### src/rtl/gsa_pkg.sv
// Shared types, defaults and the MISR step function for gate_sig_analyzer.
package gsa_pkg;

  typedef logic [1:0] gsa_state_t;

  localparam gsa_state_t StIdle = 2'd0;
  localparam gsa_state_t StRun  = 2'd1;
  localparam gsa_state_t StDone = 2'd2;

  localparam logic [15:0] DefaultPoly = 16'h1021;
  localparam logic [15:0] DefaultSeed = 16'h0000;

  // Width-generic MISR step; callers zero-extend to 64 bits and keep the low w bits.
  function automatic logic [63:0] misr_next(input logic [63:0] s, input logic [63:0] r,
                                            input logic [63:0] poly, input int unsigned w);
    logic [63:0] mask;
    logic [63:0] res;
    mask = (w >= 64) ? '1 : ((64'd1 << w) - 64'd1);
    res  = (s << 1) ^ r;
    if (s[6'(w - 1)]) res = res ^ poly;
    return res & mask;
  endfunction

endpackage

### src/rtl/gate_sig_analyzer_if.sv
// Sweep control, response and result signals of gate_sig_analyzer.
interface gate_sig_analyzer_if #(
  parameter int unsigned IN_W  = 5,
  parameter int unsigned SIG_W = 16,
  parameter int unsigned CNT_W = 9
);
  logic             start;
  logic             resp_valid;
  logic [IN_W-1:0]  resp;
  logic [SIG_W-1:0] expected_sig;
  logic             busy;
  logic             done;
  logic             pass;
  logic [SIG_W-1:0] signature;
  logic [CNT_W:0]   vec_count;
  logic             timeout;

  modport master (
    output start, resp_valid, resp, expected_sig,
    input  busy, done, pass, signature, vec_count, timeout
  );

  modport slave (
    input  start, resp_valid, resp, expected_sig,
    output busy, done, pass, signature, vec_count, timeout
  );
endinterface

### src/rtl/gsa_misr.sv
// Signature register: loads SEED on load_seed, folds resp in on shift_en.
module gsa_misr
  import gsa_pkg::*;
#(
  parameter int unsigned      IN_W  = 5,
  parameter int unsigned      SIG_W = 16,
  parameter logic [SIG_W-1:0] POLY  = SIG_W'(DefaultPoly),
  parameter logic [SIG_W-1:0] SEED  = SIG_W'(DefaultSeed)
) (
  input  logic             clk,
  input  logic             rst_n,
  input  logic             load_seed,
  input  logic             shift_en,
  input  logic [IN_W-1:0]  resp,
  output logic [SIG_W-1:0] sig,
  output logic [SIG_W-1:0] sig_next
);

  logic [SIG_W-1:0] sig_q;
  logic [63:0]      nxt_full;
  logic             unused_nxt_hi;

  assign nxt_full      = misr_next(64'(sig_q), 64'(resp), 64'(POLY), SIG_W);
  assign sig_next      = nxt_full[SIG_W-1:0];
  assign unused_nxt_hi = ^nxt_full[63:SIG_W];
  assign sig           = sig_q;

  always_ff @(posedge clk or negedge rst_n) begin
    if (!rst_n) begin
      sig_q <= SEED;
    end else if (load_seed) begin
      sig_q <= SEED;
    end else if (shift_en) begin
      sig_q <= sig_next;
    end
  end

endmodule

### src/rtl/gate_sig_analyzer.sv
// Response compactor: folds 2^CNT_W samples into a MISR and compares with a golden value.
// Optional watchdog abort enabled by defining GSA_TIMEOUT_EN.
module gate_sig_analyzer
  import gsa_pkg::*;
#(
  parameter int unsigned      IN_W  = 5,
  parameter int unsigned      SIG_W = 16,
  parameter int unsigned      CNT_W = 9,
  parameter logic [SIG_W-1:0] POLY  = SIG_W'(DefaultPoly),
  parameter logic [SIG_W-1:0] SEED  = SIG_W'(DefaultSeed),
  parameter int unsigned      TO_W  = 8
) (
  input logic                clk,
  input logic                rst_n,
  gate_sig_analyzer_if.slave bus
);

  localparam logic [CNT_W:0] LastCnt = {1'b0, {CNT_W{1'b1}}};

  gsa_state_t       state_q, state_d;
  logic [CNT_W:0]   cnt_q, cnt_d;
  logic             pass_q, pass_d;
  logic             load_seed, shift_en;
  logic [SIG_W-1:0] sig, sig_next;

  gsa_misr #(
    .IN_W (IN_W),
    .SIG_W(SIG_W),
    .POLY (POLY),
    .SEED (SEED)
  ) u_misr (
    .clk      (clk),
    .rst_n    (rst_n),
    .load_seed(load_seed),
    .shift_en (shift_en),
    .resp     (bus.resp),
    .sig      (sig),
    .sig_next (sig_next)
  );

`ifdef GSA_TIMEOUT_EN
  // Counter value on the edge before it reaches 2^TO_W-1; DONE is entered on that edge.
  localparam logic [TO_W-1:0] ToLast = {{(TO_W-1){1'b1}}, 1'b0};
  logic [TO_W-1:0] to_cnt_q, to_cnt_d;
  logic            timeout_q, timeout_d;
`else
  logic unused_to_w;
  assign unused_to_w = ^TO_W;
`endif

  always_comb begin
    state_d   = state_q;
    cnt_d     = cnt_q;
    pass_d    = pass_q;
    load_seed = 1'b0;
    shift_en  = 1'b0;
`ifdef GSA_TIMEOUT_EN
    to_cnt_d  = to_cnt_q;
    timeout_d = timeout_q;
`endif
    case (state_q)
      StIdle, StDone: begin
        if (bus.start) begin
          state_d   = StRun;
          load_seed = 1'b1;
          cnt_d     = '0;
          pass_d    = 1'b0;
`ifdef GSA_TIMEOUT_EN
          to_cnt_d  = '0;
          timeout_d = 1'b0;
`endif
        end
      end
      StRun: begin
        if (bus.resp_valid) begin
          shift_en = 1'b1;
          cnt_d    = cnt_q + 1'b1;
`ifdef GSA_TIMEOUT_EN
          to_cnt_d = '0;
`endif
          if (cnt_q == LastCnt) begin
            state_d = StDone;
            pass_d  = (sig_next == bus.expected_sig);
          end
        end
`ifdef GSA_TIMEOUT_EN
        else if (to_cnt_q == ToLast) begin
          state_d   = StDone;
          to_cnt_d  = to_cnt_q + 1'b1;
          timeout_d = 1'b1;
          pass_d    = 1'b0;
        end else begin
          to_cnt_d = to_cnt_q + 1'b1;
        end
`endif
      end
      default: state_d = StIdle;
    endcase
  end

  always_ff @(posedge clk or negedge rst_n) begin
    if (!rst_n) begin
      state_q <= StIdle;
      cnt_q   <= '0;
      pass_q  <= 1'b0;
    end else begin
      state_q <= state_d;
      cnt_q   <= cnt_d;
      pass_q  <= pass_d;
    end
  end

`ifdef GSA_TIMEOUT_EN
  always_ff @(posedge clk or negedge rst_n) begin
    if (!rst_n) begin
      to_cnt_q  <= '0;
      timeout_q <= 1'b0;
    end else begin
      to_cnt_q  <= to_cnt_d;
      timeout_q <= timeout_d;
    end
  end
  assign bus.timeout = timeout_q;
`else
  assign bus.timeout = 1'b0;
`endif

  assign bus.busy      = (state_q == StRun);
  assign bus.done      = (state_q == StDone);
  assign bus.pass      = pass_q;
  assign bus.signature = sig;
  assign bus.vec_count = cnt_q;

endmodule

### src/flat_wrapper.sv
// flat-port wrapper written by rule: the top's interface ports become plain ports
module gate_sig_analyzer_flat import gsa_pkg::*;
#(
  parameter int unsigned      IN_W  = 5,
  parameter int unsigned      SIG_W = 16,
  parameter int unsigned      CNT_W = 9,
  parameter logic [SIG_W-1:0] POLY  = SIG_W'(DefaultPoly),
  parameter logic [SIG_W-1:0] SEED  = SIG_W'(DefaultSeed),
  parameter int unsigned      TO_W  = 8
)
  (clk, rst_n, bus_start, bus_resp_valid, bus_resp, bus_expected_sig, bus_busy, bus_done, bus_pass, bus_signature, bus_vec_count, bus_timeout);
  gate_sig_analyzer_if #(.IN_W(IN_W), .SIG_W(SIG_W), .CNT_W(CNT_W)) bus_i ();
  input logic clk;
  input logic rst_n;
  input wire logic [$bits(bus_i.start)-1:0] bus_start;
  input wire logic [$bits(bus_i.resp_valid)-1:0] bus_resp_valid;
  input wire logic [$bits(bus_i.resp)-1:0] bus_resp;
  input wire logic [$bits(bus_i.expected_sig)-1:0] bus_expected_sig;
  output wire logic [$bits(bus_i.busy)-1:0] bus_busy;
  output wire logic [$bits(bus_i.done)-1:0] bus_done;
  output wire logic [$bits(bus_i.pass)-1:0] bus_pass;
  output wire logic [$bits(bus_i.signature)-1:0] bus_signature;
  output wire logic [$bits(bus_i.vec_count)-1:0] bus_vec_count;
  output wire logic [$bits(bus_i.timeout)-1:0] bus_timeout;
  assign bus_i.start = bus_start;
  assign bus_i.resp_valid = bus_resp_valid;
  assign bus_i.resp = bus_resp;
  assign bus_i.expected_sig = bus_expected_sig;
  assign bus_busy = bus_i.busy;
  assign bus_done = bus_i.done;
  assign bus_pass = bus_i.pass;
  assign bus_signature = bus_i.signature;
  assign bus_vec_count = bus_i.vec_count;
  assign bus_timeout = bus_i.timeout;
  gate_sig_analyzer #(.IN_W(IN_W), .SIG_W(SIG_W), .CNT_W(CNT_W), .POLY(POLY), .SEED(SEED), .TO_W(TO_W)) u_core (.clk(clk), .rst_n(rst_n), .bus(bus_i));
endmodule
### config.mk
export PLATFORM = sky130hd
export DESIGN_NAME = gate_sig_analyzer_flat
export DESIGN_NICKNAME = d
export VERILOG_FILES = /design/src/rtl/gsa_pkg.sv /design/src/rtl/gate_sig_analyzer_if.sv /design/src/rtl/gsa_misr.sv /design/src/rtl/gate_sig_analyzer.sv /design/src/flat_wrapper.sv
export SDC_FILE = /design/constraint.sdc
export NUM_CORES = 1
export LEC_CHECK = 0
export CAP_MARGIN = 25
export CELL_PAD_IN_SITES_DETAIL_PLACEMENT = 0
export CELL_PAD_IN_SITES_GLOBAL_PLACEMENT = 2
export CORE_MARGIN = 5
export CORE_UTILIZATION = 26
export CTS_BUF_LIST = sky130_fd_sc_hd__clkbuf_4
export CTS_CLUSTER_SIZE = 20
export DETAILED_ROUTE_END_ITERATION = 16
export GPL_TIMING_DRIVEN = 0
export MAX_ROUTING_LAYER = met4
export PLACE_DENSITY_LB_ADDON = 0.1
export SLEW_MARGIN = 20
export SYNTH_ARGS = -nofsm -noshare
export SYNTH_HDL_FRONTEND = slang
export SYNTH_HIERARCHICAL = 1
export SYNTH_SLANG_ARGS = --single-unit
### constraint.sdc
create_clock -name clk -period 1.5 [get_ports clk]
set_clock_uncertainty 0.15 [all_clocks]
set_input_delay 0.375 -clock clk [delete_from_list [all_inputs] [get_ports clk]]
set_output_delay 0.375 -clock clk [all_outputs]
set_load 0.01 [all_outputs]
==> summary.md <==
| Metric | Value |
|---|---|
| Outcome | `finished with violations` |
| Failing checks | `setup timing` |
| Final min period | `1.758 ns` |
| Tightest Pin Transition | `just over 0.7 ns` |
| Fin crit share | `117.2%` |
| # IOs | `55` |
| Fillers | `607` |
| Area contributors post-synth | `dfrtp_1 (42%), xor2_1 (9.2%), xnor2_1 (6.1%)` |
| Critical path class | `in2reg` |
| Sequential cell area | `about 730 um^2` |
| Sequential fraction of the synthesis area | `42.37%` |
| Syn avg cell area | `10.38 um^2` |
| EDFF count, synth | `0` |
| DRT iter0 DRCs | `55` |
| Core area | `0.006386 mm^2` |
| Post-Syn Instances | `165` |
| CTS max path bufs | `2` |
| Largest net degree at the start of global routing | `30` |
| Startpoint Class | `primary input` |
| Die ar. | `0.008311 mm^2` |
| Grt met1 use | `between 10% and 20%` |
| Total track usage | `13.23%` |
| DRC viols | `0` |
| Reg2reg end | `u_core/bus.pass$_DFFE_PN0P_` |
| Slack of the worst reg-to-reg path | `-0.24 ns` |
| Endpoints failing hold | `0` |
| Crit-path max FO | `2` |
| Fin worst setup slack | `-0.2577 ns` |
| CTS H-tree lvls | `2` |
| Row count | `29` |
| CTS tree | `built` |
| Synth top area share | `~42%` |
| Die X | `91.17 um` |
| Drt pass-1 iters | `4` |
| ANT nets after route | `0` |
| Switching Share | `37.81%` |
| Psw | `0.001701 W` |
| CTS buffer count | `5` |
| Post-placement cell area | `0.002355 mm^2` |
| Hold slack | `around 0.40 ns` |
| Clock-pin slew of the registers on the worst-case setup and hold paths | `0.10 ns` |
| RSZ-0062 raised after global routing | `true` |
| Clock Root Buffer | `clkbuf_4` |
| Footprint of the multi-input gates | `0.001012 mm^2` |
| Worst vdd ir | `between 0.6 and 0.7 mV` |
| Number of library cell types mapped by synthesis | `32` |
| Via/cell ratio | `4.361` |
| Setup crit end kind | `flip-flop` |
| Hold Crit Class | `reg2reg` |
| Headroom to the max-slew limit | `53.01%` |
| Share of cells above drive strength 1 | `between 50% and 60%` |
| Crit path required time | `1.60 ns` |
| Pwr dens | `around 1500 mW/mm^2` |
| Hold Path Depth | `2` |
| Dpl hpwl | `3.427 mm` |
| Final Max Tran Viols | `0` |
| Setup violations, final | `28` |
| Post-Syn Nets | `191` |
| I/O Buffers | `53` |
| Global Route met2 Usage | `20.13%` |
| Critical Path AT | `1.86 ns` |
| Final nets | `297` |
| Starting density of the core | `a little over a quarter` |
| Int Pwr | `0.002799 W` |
| Main synth FF type | `dfrtp_1` |
| Total power | `0.004500 W` |
| Clock share of power | `10.9%` |
| Max Fclk | `568.9 MHz` |
| Inserted Diodes | `0` |
| Grt ovf | `0` |
| Drt wl/cell | `15.30 um` |
| Post-layout instance area | `between 0.003 and 0.004 mm^2` |
| Synthesized area | `~0.0017 mm^2` |
| Comb pwr share | `roughly 60%` |
| Sink Count | `29` |
| Accumulated negative setup slack | `-2.653 ns` |
| Flop pwr share | `28.8%` |
| Synthesis Warnings | `6` |
| Worst skew pair latency | `0.32 ns` |
| Leak | `1.438 nW` |
| Hold Startpoint | `u_core/bus.pass$_DFFE_PN0P_` |
| Final wirelength | `5.340 mm` |
| Met3 global-route usage | `3.471%` |
| Total number of vias | `1522` |
| Max-cap viol count | `0` |
| FF-to-FF path depth | `7` |
| Syn-to-layout area delta | `75.75%` |
| Async SR Flop Fraction | `100.0%` |
| Dominant cell type by area after synthesis | `dfrtp_1` |
| Routability cong. | `0.7340` |
| First-pass GRT wire length | `8.500 mm` |
| FF+latch count, synth | `29` |
| Vias in the first global route | `1603` |
| Reg-to-reg critical path startpoint | `u_core/u_misr/sig[11]$_DFFE_PN0P_` |
| Die Height | `a little over 90 um` |
| GRT busiest layer | `met2` |
| Worst hold path endpoint | `u_core/bus.pass$_DFFE_PN0P_` |
| Initial antenna violation count | `0` |
| DP Worst Slack | `-0.7118 ns` |
## power by group through the flow
stage,clock network [W],registers (W),logic (W)
2_1_floorplan,0,0.00145,0.000957
3_3_place_gp,0,0.00139,0.00185
3_5_place_dp,0,0.00141,0.00186
4_1_cts,0.000526,0.00128,0.00254
5_1_grt,0.000567,0.00133,0.00295
6_report,0.000492,0.00129,0.00271
## Yosys cell counts, types with 3 or more instances
cell and count:
a211oi_1 5, a211oi_2 3, buf_4 10, dfrtp_1 29, inv_1 12, mux2i_1 10, nand2_1 7, nand2b_1 3
nand4_1 3, nor2_1 23, nor4_1 4, o21ai_0 4, xnor2_1 12, xor2_1 18
## cell families (layout without fill, tap and decap cells)
kind of cell    Yosys count  after routing  synth area share [%]
mux                      10             10                 5.844
compound gates           14             14                 7.451
flops                    29             29                 42.37
xor+xnor                 30             30                 15.34
simple gates             51             51                 16.87
fa+ha+maj                 1              1                0.7303
buf+inv                  29            136                 11.17
other cells               1              1                0.2189
## area by class of cell
cell class	instances	share of cell area, %
buffer	15	5.486
clock inverter	1	0.1247
sequential	29	24.23
tap	77	3.200
timing repair buffer	100	29.30
inverter	13	2.286
multi-input combinational	107	33.62
clock buffer	7	1.746
## state kept, by name, summed over array words and instances (netlist names)
signal and flops:
u_core/bus.pass 1, u_core/bus.vec_count 10, u_core/state_q 2, u_core/u_misr/sig 16
## cells in the final DEF (no fill, tap or decap), types with 3 or more instances in the layout
master / count
nand2_1: 6
nand4_1: 3
xor2_1: 18
clkdlybuf4s50_1: 22
buf_6: 10
nor2_4: 4
buf_4: 43
o21ai_0: 3
nor2_1: 17
a211oi_2: 8
buf_8: 5
xnor2_1: 6
xnor2_2: 4
dfrtp_2: 3
clkbuf_2: 5
clkbuf_4: 7
inv_1: 9
nand2b_4: 3
mux2i_1: 10
buf_12: 6
buf_2: 20
dfrtp_1: 26
## layer usage
metal,vias to the layer above,part of all wire (%)
met1,728,46
met4,0,1.1
met3,6,5.2
met2,38,47
li1,750,-
met5,-,0
## worst max-delay path by stage
stage	startpoint	end	slack, ns	depth (start not counted)
after floorplan	u_core/u_misr/sig[15]$_DFFE_PN0P_	u_core/bus.pass$_DFFE_PN0P_	-0.01	6
after global placement	rst_n	u_core/bus.vec_count[0]$_DFFE_PN0P_	-0.81	1
after detailed placement	bus_resp[2]	u_core/bus.pass$_DFFE_PN0P_	-0.71	7
after CTS	u_core/u_misr/sig[15]$_DFFE_PN0P_	u_core/bus.pass$_DFFE_PN0P_	-0.25	7
after global routing	bus_resp[2]	u_core/bus.pass$_DFFE_PN0P_	-0.34	7
final	bus_resp[3]	u_core/bus.pass$_DFFE_PN0P_	-0.26	7
## worst max-delay path, stage by stage
cell and delay (ns):
clkdlybuf4s50_1 0.45, xnor2_2 0.24, inv_1 0.09, xor2_1 0.14, nor4_1 0.28, nand4_1 0.15, mux2i_1 0.14
## stage by stage
| stage | util, % | cells |
|---|---|---|
| 2_1_floorplan | - | 165 |
| 3_3_place_gp | 36.95 | 295 |
| 3_5_place_dp | 36.87 | 295 |
| 4_1_cts | 44.51 | 343 |
| 5_1_grt | 47.14 | 349 |
| 6_report | 47.14 | 349 |
## what timing repair did
item                                   CTS  global route
pin swaps                               17            18
setup buffers                           37             7
hold buffers                             1             0
endpoints found under the hold margin   29             0
resized for setup                      136            52
cloned                                   2             1
setup endpoints to repair               55            38
(Power assumes the default switching activity.)
